`src/rtl/addsub_pkg.sv`:
```
// Shared types and constants for the add/sub arbiter slice.
package addsub_pkg;

    typedef enum logic [1:0] {
        IDLE = 2'd0,
        CALC = 2'd1,
        RESP = 2'd2
    } state_e;

    localparam logic MODE_ADD = 1'b0;
    localparam logic MODE_SUB = 1'b1;

    localparam int unsigned DEFAULT_WIDTH = 4;

endpackage

```
`src/rtl/adder_subtractor.sv`:
```
// Shared WIDTH-bit adder/subtractor; subtraction computed as A + ~B + 1.
module adder_subtractor
    import addsub_pkg::*;
#(
    parameter int unsigned WIDTH = DEFAULT_WIDTH
) (
    input  logic [WIDTH-1:0] a,
    input  logic [WIDTH-1:0] b,
    input  logic             mode,
    output logic [WIDTH-1:0] result,
    output logic             carry,
    output logic             overflow
);

    logic [WIDTH-1:0] b_eff;
    logic [WIDTH:0]   sum;
    logic             sub;

    always_comb begin
        sub      = (mode == MODE_SUB);
        b_eff    = sub ? ~b : b;
        sum      = {1'b0, a} + {1'b0, b_eff} + (WIDTH+1)'(sub);
        result   = sum[WIDTH-1:0];
        carry    = sum[WIDTH];
        overflow = (a[WIDTH-1] == b_eff[WIDTH-1]) && (result[WIDTH-1] != a[WIDTH-1]);
    end

endmodule

```
`src/rtl/rr_arbiter.sv`:
```
// Combinational round-robin arbiter: first set request at or after ptr wins.
module rr_arbiter #(
    parameter int unsigned N_REQ = 4,
    parameter int unsigned IDX_W = $clog2(N_REQ)
) (
    input  logic [N_REQ-1:0] req,
    input  logic [IDX_W-1:0] ptr,
    output logic [N_REQ-1:0] grant,
    output logic [IDX_W-1:0] idx
);

    logic             found;
    logic [IDX_W-1:0] cand;

    always_comb begin
        grant = '0;
        idx   = '0;
        found = 1'b0;
        cand  = '0;
        for (int unsigned k = 0; k < N_REQ; k++) begin
            cand = IDX_W'((32'(ptr) + k) % N_REQ);
            if (!found && req[cand]) begin
                found       = 1'b1;
                grant[cand] = 1'b1;
                idx         = cand;
            end
        end
    end

endmodule

```
`src/rtl/addsub_arbiter.sv`:
```
// Round-robin sequencer sharing one adder_subtractor between N_REQ requesters,
// one operation in flight: IDLE (grant) -> CALC (compute) -> RESP (handshake).
module addsub_arbiter
    import addsub_pkg::*;
#(
    parameter int unsigned N_REQ = 4,
    parameter int unsigned WIDTH = DEFAULT_WIDTH,
    parameter int unsigned ID_W  = 2
) (
    input  logic                   clk,
    input  logic                   rst_n,
    input  logic [N_REQ-1:0]       req_valid,
    output logic [N_REQ-1:0]       req_ready,
    input  logic [N_REQ*WIDTH-1:0] req_a,
    input  logic [N_REQ*WIDTH-1:0] req_b,
    input  logic [N_REQ-1:0]       req_mode,
    output logic                   rsp_valid,
    input  logic                   rsp_ready,
    output logic [ID_W-1:0]        rsp_id,
    output logic [WIDTH-1:0]       rsp_result,
    output logic                   rsp_carry,
    output logic                   rsp_overflow
);

    state_e           state_q, state_d;
    logic [ID_W-1:0]  rr_ptr_q, rr_ptr_d;
    logic [WIDTH-1:0] a_q, a_d, b_q, b_d;
    logic             mode_q, mode_d;
    logic [ID_W-1:0]  id_q, id_d;
    logic [WIDTH-1:0] res_q, res_d;
    logic             carry_q, carry_d;
    logic             ovf_q, ovf_d;
    logic [ID_W-1:0]  rsp_id_q, rsp_id_d;

    logic [N_REQ-1:0] grant;
    logic [ID_W-1:0]  grant_idx;
    logic [WIDTH-1:0] dp_result;
    logic             dp_carry, dp_ovf;

    logic [WIDTH-1:0] a_arr [N_REQ];
    logic [WIDTH-1:0] b_arr [N_REQ];

    for (genvar i = 0; i < N_REQ; i++) begin : g_unpack
        assign a_arr[i] = req_a[i*WIDTH +: WIDTH];
        assign b_arr[i] = req_b[i*WIDTH +: WIDTH];
    end

    rr_arbiter #(
        .N_REQ (N_REQ),
        .IDX_W (ID_W)
    ) u_arb (
        .req   (req_valid),
        .ptr   (rr_ptr_q),
        .grant (grant),
        .idx   (grant_idx)
    );

    adder_subtractor #(
        .WIDTH (WIDTH)
    ) u_dp (
        .a        (a_q),
        .b        (b_q),
        .mode     (mode_q),
        .result   (dp_result),
        .carry    (dp_carry),
        .overflow (dp_ovf)
    );

    always_comb begin
        state_d   = state_q;
        rr_ptr_d  = rr_ptr_q;
        a_d       = a_q;
        b_d       = b_q;
        mode_d    = mode_q;
        id_d      = id_q;
        res_d     = res_q;
        carry_d   = carry_q;
        ovf_d     = ovf_q;
        rsp_id_d  = rsp_id_q;
        req_ready = '0;
        rsp_valid = 1'b0;
        case (state_q)
            IDLE: begin
                if (|req_valid) begin
                    req_ready = grant;
                    a_d       = a_arr[grant_idx];
                    b_d       = b_arr[grant_idx];
                    mode_d    = req_mode[grant_idx];
                    id_d      = grant_idx;
                    // explicit wrap keeps non-power-of-two N_REQ correct
                    rr_ptr_d  = (grant_idx == ID_W'(N_REQ-1)) ? '0 : grant_idx + 1'b1;
                    state_d   = CALC;
                end
            end
            CALC: begin
                res_d    = dp_result;
                carry_d  = dp_carry;
                ovf_d    = dp_ovf;
                rsp_id_d = id_q;
                state_d  = RESP;
            end
            RESP: begin
                rsp_valid = 1'b1;
                if (rsp_ready) begin
                    state_d = IDLE;
                end
            end
            default: state_d = IDLE;
        endcase
    end

    always_ff @(posedge clk or negedge rst_n) begin
        if (!rst_n) begin
            state_q  <= IDLE;
            rr_ptr_q <= '0;
            a_q      <= '0;
            b_q      <= '0;
            mode_q   <= 1'b0;
            id_q     <= '0;
            res_q    <= '0;
            carry_q  <= 1'b0;
            ovf_q    <= 1'b0;
            rsp_id_q <= '0;
        end else begin
            state_q  <= state_d;
            rr_ptr_q <= rr_ptr_d;
            a_q      <= a_d;
            b_q      <= b_d;
            mode_q   <= mode_d;
            id_q     <= id_d;
            res_q    <= res_d;
            carry_q  <= carry_d;
            ovf_q    <= ovf_d;
            rsp_id_q <= rsp_id_d;
        end
    end

    assign rsp_id       = rsp_id_q;
    assign rsp_result   = res_q;
    assign rsp_carry    = carry_q;
    assign rsp_overflow = ovf_q;

endmodule

```
`config.mk`:
```
export PLATFORM = sky130hd
export DESIGN_NAME = addsub_arbiter
export DESIGN_NICKNAME = d
export VERILOG_FILES = /design/src/rtl/addsub_pkg.sv /design/src/rtl/adder_subtractor.sv /design/src/rtl/rr_arbiter.sv /design/src/rtl/addsub_arbiter.sv
export SDC_FILE = /design/constraint.sdc
export NUM_CORES = 1
export LEC_CHECK = 0
export ABC_AREA = 1
export BUFFER_PORTS_ARGS = -buffer_cell sky130_fd_sc_hd__buf_2
export CAP_MARGIN = 40
export CORE_UTILIZATION = 49
export CTS_BUF_LIST = sky130_fd_sc_hd__clkbuf_8
export DETAILED_ROUTE_END_ITERATION = 8
export PLACE_DENSITY = 0.82
export SYNTH_ARGS = -nofsm -noshare
export SYNTH_HDL_FRONTEND = slang
export SYNTH_HIERARCHICAL = 1
export SYNTH_SLANG_ARGS = --single-unit
```
`constraint.sdc`:
```
create_clock -name clk -period 2.3 [get_ports clk]
set_input_delay 0.46 -clock clk [delete_from_list [all_inputs] [get_ports clk]]
set_output_delay 0.46 -clock clk [all_outputs]
set_load 0.005 [all_outputs]
```
==> flow_summary.json <==
{
  "outcome": "finished, violations left",
  "failed_checks": "setup timing",
  "clock_power_share": 0.049,
  "num_vias": 2204,
  "wl_per_cell_um": 11.7,
  "internal_power_mw": 2.35,
  "ios": 56,
  "cts_buffer_depth": 2,
  "switching_power_mw": 2.65,
  "fmax_mhz": 431,
  "yosysTopAreaCellShare": 0.279,
  "p_per_area_mw_per_mm2": 1900,
  "root_buffer": "clkbuf_8",
  "syn_area_mm2": 0.00206,
  "clkTransAtPathRegs_ns": 0.08,
  "die-area_mm2": 0.00447,
  "register_area_um2": 576,
  "chipHeight_um": 66.8,
  "insertion_delay_ns": 0.26,
  "setup_ws_ns": -0.0222,
  "fin_nets": 440,
  "rows": 23,
  "yosysMostFrequentCell": "nand2_1",
  "layout-drive-gt1-share": 0.316,
  "dpl.cell_count": 420,
  "crit_end": "req_ready[3]",
  "min_period_over_period": 1.01,
  "htreeDepth": 1,
  "cts_num_sinks": 23,
  "placement.io_buffers": 55,
  "final.min_clock_period_ns": 2.32,
  "async_flop_share": 1.00,
  "synthesis.nets": 369,
  "p_leak_nw": 1.60,
  "ys_warn_count": 6,
  "antenna_found_initial": 0,
  "end_kind": "primary output",
  "grt_pass1_vias": 1818,
  "avgSynthCellArea_um2": 6.52,
  "rsz0062_at_grt": "true",
  "synth-seq-area-share": 0.279,
  "reg2reg_to": "rr_ptr_q[1]$_DFFE_PN0P_",
  "cts_tree": "yes",
  "fin_util": 0.654,
  "drt-pass1-iter-count": 6,
  "whs_ns": 0.150,
  "stdcell_area_mm2": 0.00264,
  "startpoint_type": "flop",
  "drt_iter0_drc": 142,
  "max_slew_margin": 0.670,
  "place_area_mm2": 0.00240,
  "pwr-share-comb": 0.795,
  "crit_start": "rr_ptr_q[0]$_DFFE_PN0P_",
  "synth_common_cells": "124 x nand2_1, 45 x inv_1, 40 x nand3_1",
  "swShare": 0.529,
  "gp_congestion": 0.943,
  "drt_wl_total_um": 5110,
  "ant_nets": 0,
  "max-cap-violations": 0,
  "gr-total-overflow": 0,
  "ir_drop_v": 0.00102,
  "coreArea_mm2": 0.00403,
  "synth-edff-count": 0,
  "instances_no_fill": 436,
  "grt_pass1_wl_um": 7590,
  "crit_arrival_ns": 1.86,
  "syn_inst": 316,
  "ys.flop_type": "dfrtp_1",
  "hold_viol": 0,
  "power.total_mw": 5.00,
  "critPathMaxFanout": 9,
  "cts_buffers": 3,
  "synth_area_leaders": "dfrtp_1 28%, nand2_1 23%, nand3_1 9.7%",
  "worst_pin_slew_ns": 0.495,
  "required_ns": 1.84,
  "dp_hpwl_um": 3460,
  "pwr-share-seq": 0.156,
  "syn2layout_area_growth_pct": 27.9,
  "insertedDiodeCount": 0,
  "grt_use_total": 0.219,
  "skew_ns": 0.00505,
  "yosysTopAreaCell": "dfrtp_1",
  "maxSlewViolCount": 0,
  "multi_input_area_mm2": 0.00130,
  "start_util": 0.511,
  "worstRegToRegCells": 13,
  "r2r_start": "rr_ptr_q[0]$_DFFE_PN0P_",
  "drc": 0,
  "grt_max_degree": 24,
  "rrSetupSlack_ns": 0.08,
  "die_x_um": 66.8,
  "setup_viol": 2,
  "synth.distinct_cells": 28,
  "fillers": 346,
  "ys_ff_latch": 23,
  "crit_type": "reg2out",
  "viasPerCell": 5.06,
  "hp-class": "in2async"
}
cells in the final DEF, fill, tap and decap left out:
master    Yosys  routed
o21ai_0       1       1
dfrtp_1      23      23
ha_1          9       8
buf_6         4       1
inv_1        45      45
ha_4          0       1
buf_2         3      55
nand3_2       1       3
nand2_4       3       7
nor2_4        1       3
nand3_4       2       3
o21bai_1      1       1
a21boi_1      0       2
fa_1          1       1
clkinv_2      0       1
a21oi_1       8       6
xor2_2        1       1
nand4_1       6       6
inv_4         0       3
nor2_2        4       3
xor2_1        5       5
buf_4         1      16
buf_12        0       1
a21boi_0      4       2
a21oi_2       1       3
inv_2         7       5
clkbuf_8      0       3
nand2_1     124     120
nand3_1      40      37
nand2_2      11      11
nor2_1        7       7
buf_8         0       1
a21oi_4       1       1
per-stage QoR:
stage / setup slack [ns] / TNS [ns]
final: -0.0222 / -0.0242
after global routing: -0.164 / -0.574
after CTS: 0.00544 / 0
after detailed placement: -0.0130 / -0.0197
after global placement: 0.133 / 0
after floorplan: 0.0911 / 0
worst min path at each step:
stage | startpoint | to | depth (start not counted)
floorplan | rst_n | a_q[0]$_DFFE_PN0P_ | 0
global placement | rst_n | rsp_carry$_DFFE_PN0N_ | 1
detailed placement | rst_n | rsp_overflow$_DFFE_PN0N_ | 1
CTS | rst_n | rsp_result[0]$_DFFE_PN0N_ | 1
global route | rst_n | id_q[0]$_DFFE_PN0P_ | 1
finish | rst_n | id_q[0]$_DFFE_PN0P_ | 1
critical path, stage by stage, from the launching register on:
cell and delay, ns:
dfrtp_1 0.41, buf_6 0.15, nand2_1 0.13, nand3_4 0.13, buf_4 0.16, a21boi_0 0.20
a21oi_1 0.07, nand3_1 0.11, nand2_1 0.06, nor2_1 0.07, buf_2 0.11
per-layer routing:
metal  GRT usage  vias to the layer above  wire (um)
li1            -                     1112          -
met1       0.277                      967       2250
met2       0.380                      108       2420
met3      0.0223                       17        336
met4      0.0851                        0        102
met5           0                        -          0
flip-flops by register name, summed over array words and instances (netlist names):
name          flops
a_q               4
b_q               4
id_q              2
mode_q            1
rr_ptr_q          2
rsp_carry         1
rsp_id            2
rsp_overflow      1
rsp_result        4
state_q           2
repair_timing:
item	4_1_cts	5_1_grt
buffers inserted	5	6
gates resized for setup	8	19
setup endpoints to repair	13	13
gates cloned	1	0
endpoints found under the hold margin	0	0
hold buffers	0	0
pin swaps	6	11
kinds of logic after synthesis:
logic type / count (synthesis) / share of synthesized area
adders and majority gates: 10 / 0.0644
DFF: 23 / 0.279
buffers and inverters: 62 / 0.131
xor gates and xnor gates: 6 / 0.0292
and+or+nand+nor: 199 / 0.444
AOI/OAI and AO/OA: 16 / 0.0523
power groups by stage:
stage | Sequential (mW) | Combinational, mW | Clock (mW)
after floorplan | 0.771 | 2.62 | 0
after global placement | 0.767 | 3.27 | 0
after detailed placement | 0.779 | 3.36 | 0
after CTS | 0.770 | 3.62 | 0.249
after global routing | 0.807 | 4.42 | 0.268
final | 0.782 | 3.97 | 0.243
area by class of cell:
type                       count  area share
clock buffer                   3      0.0157
clock inverter                 1     0.00142
inverter                      53      0.0788
multi-input combinational    232       0.494
sequential                    23       0.218
tap                           50      0.0237
timing repair buffer          74       0.168
(Power assumes the default switching activity.)
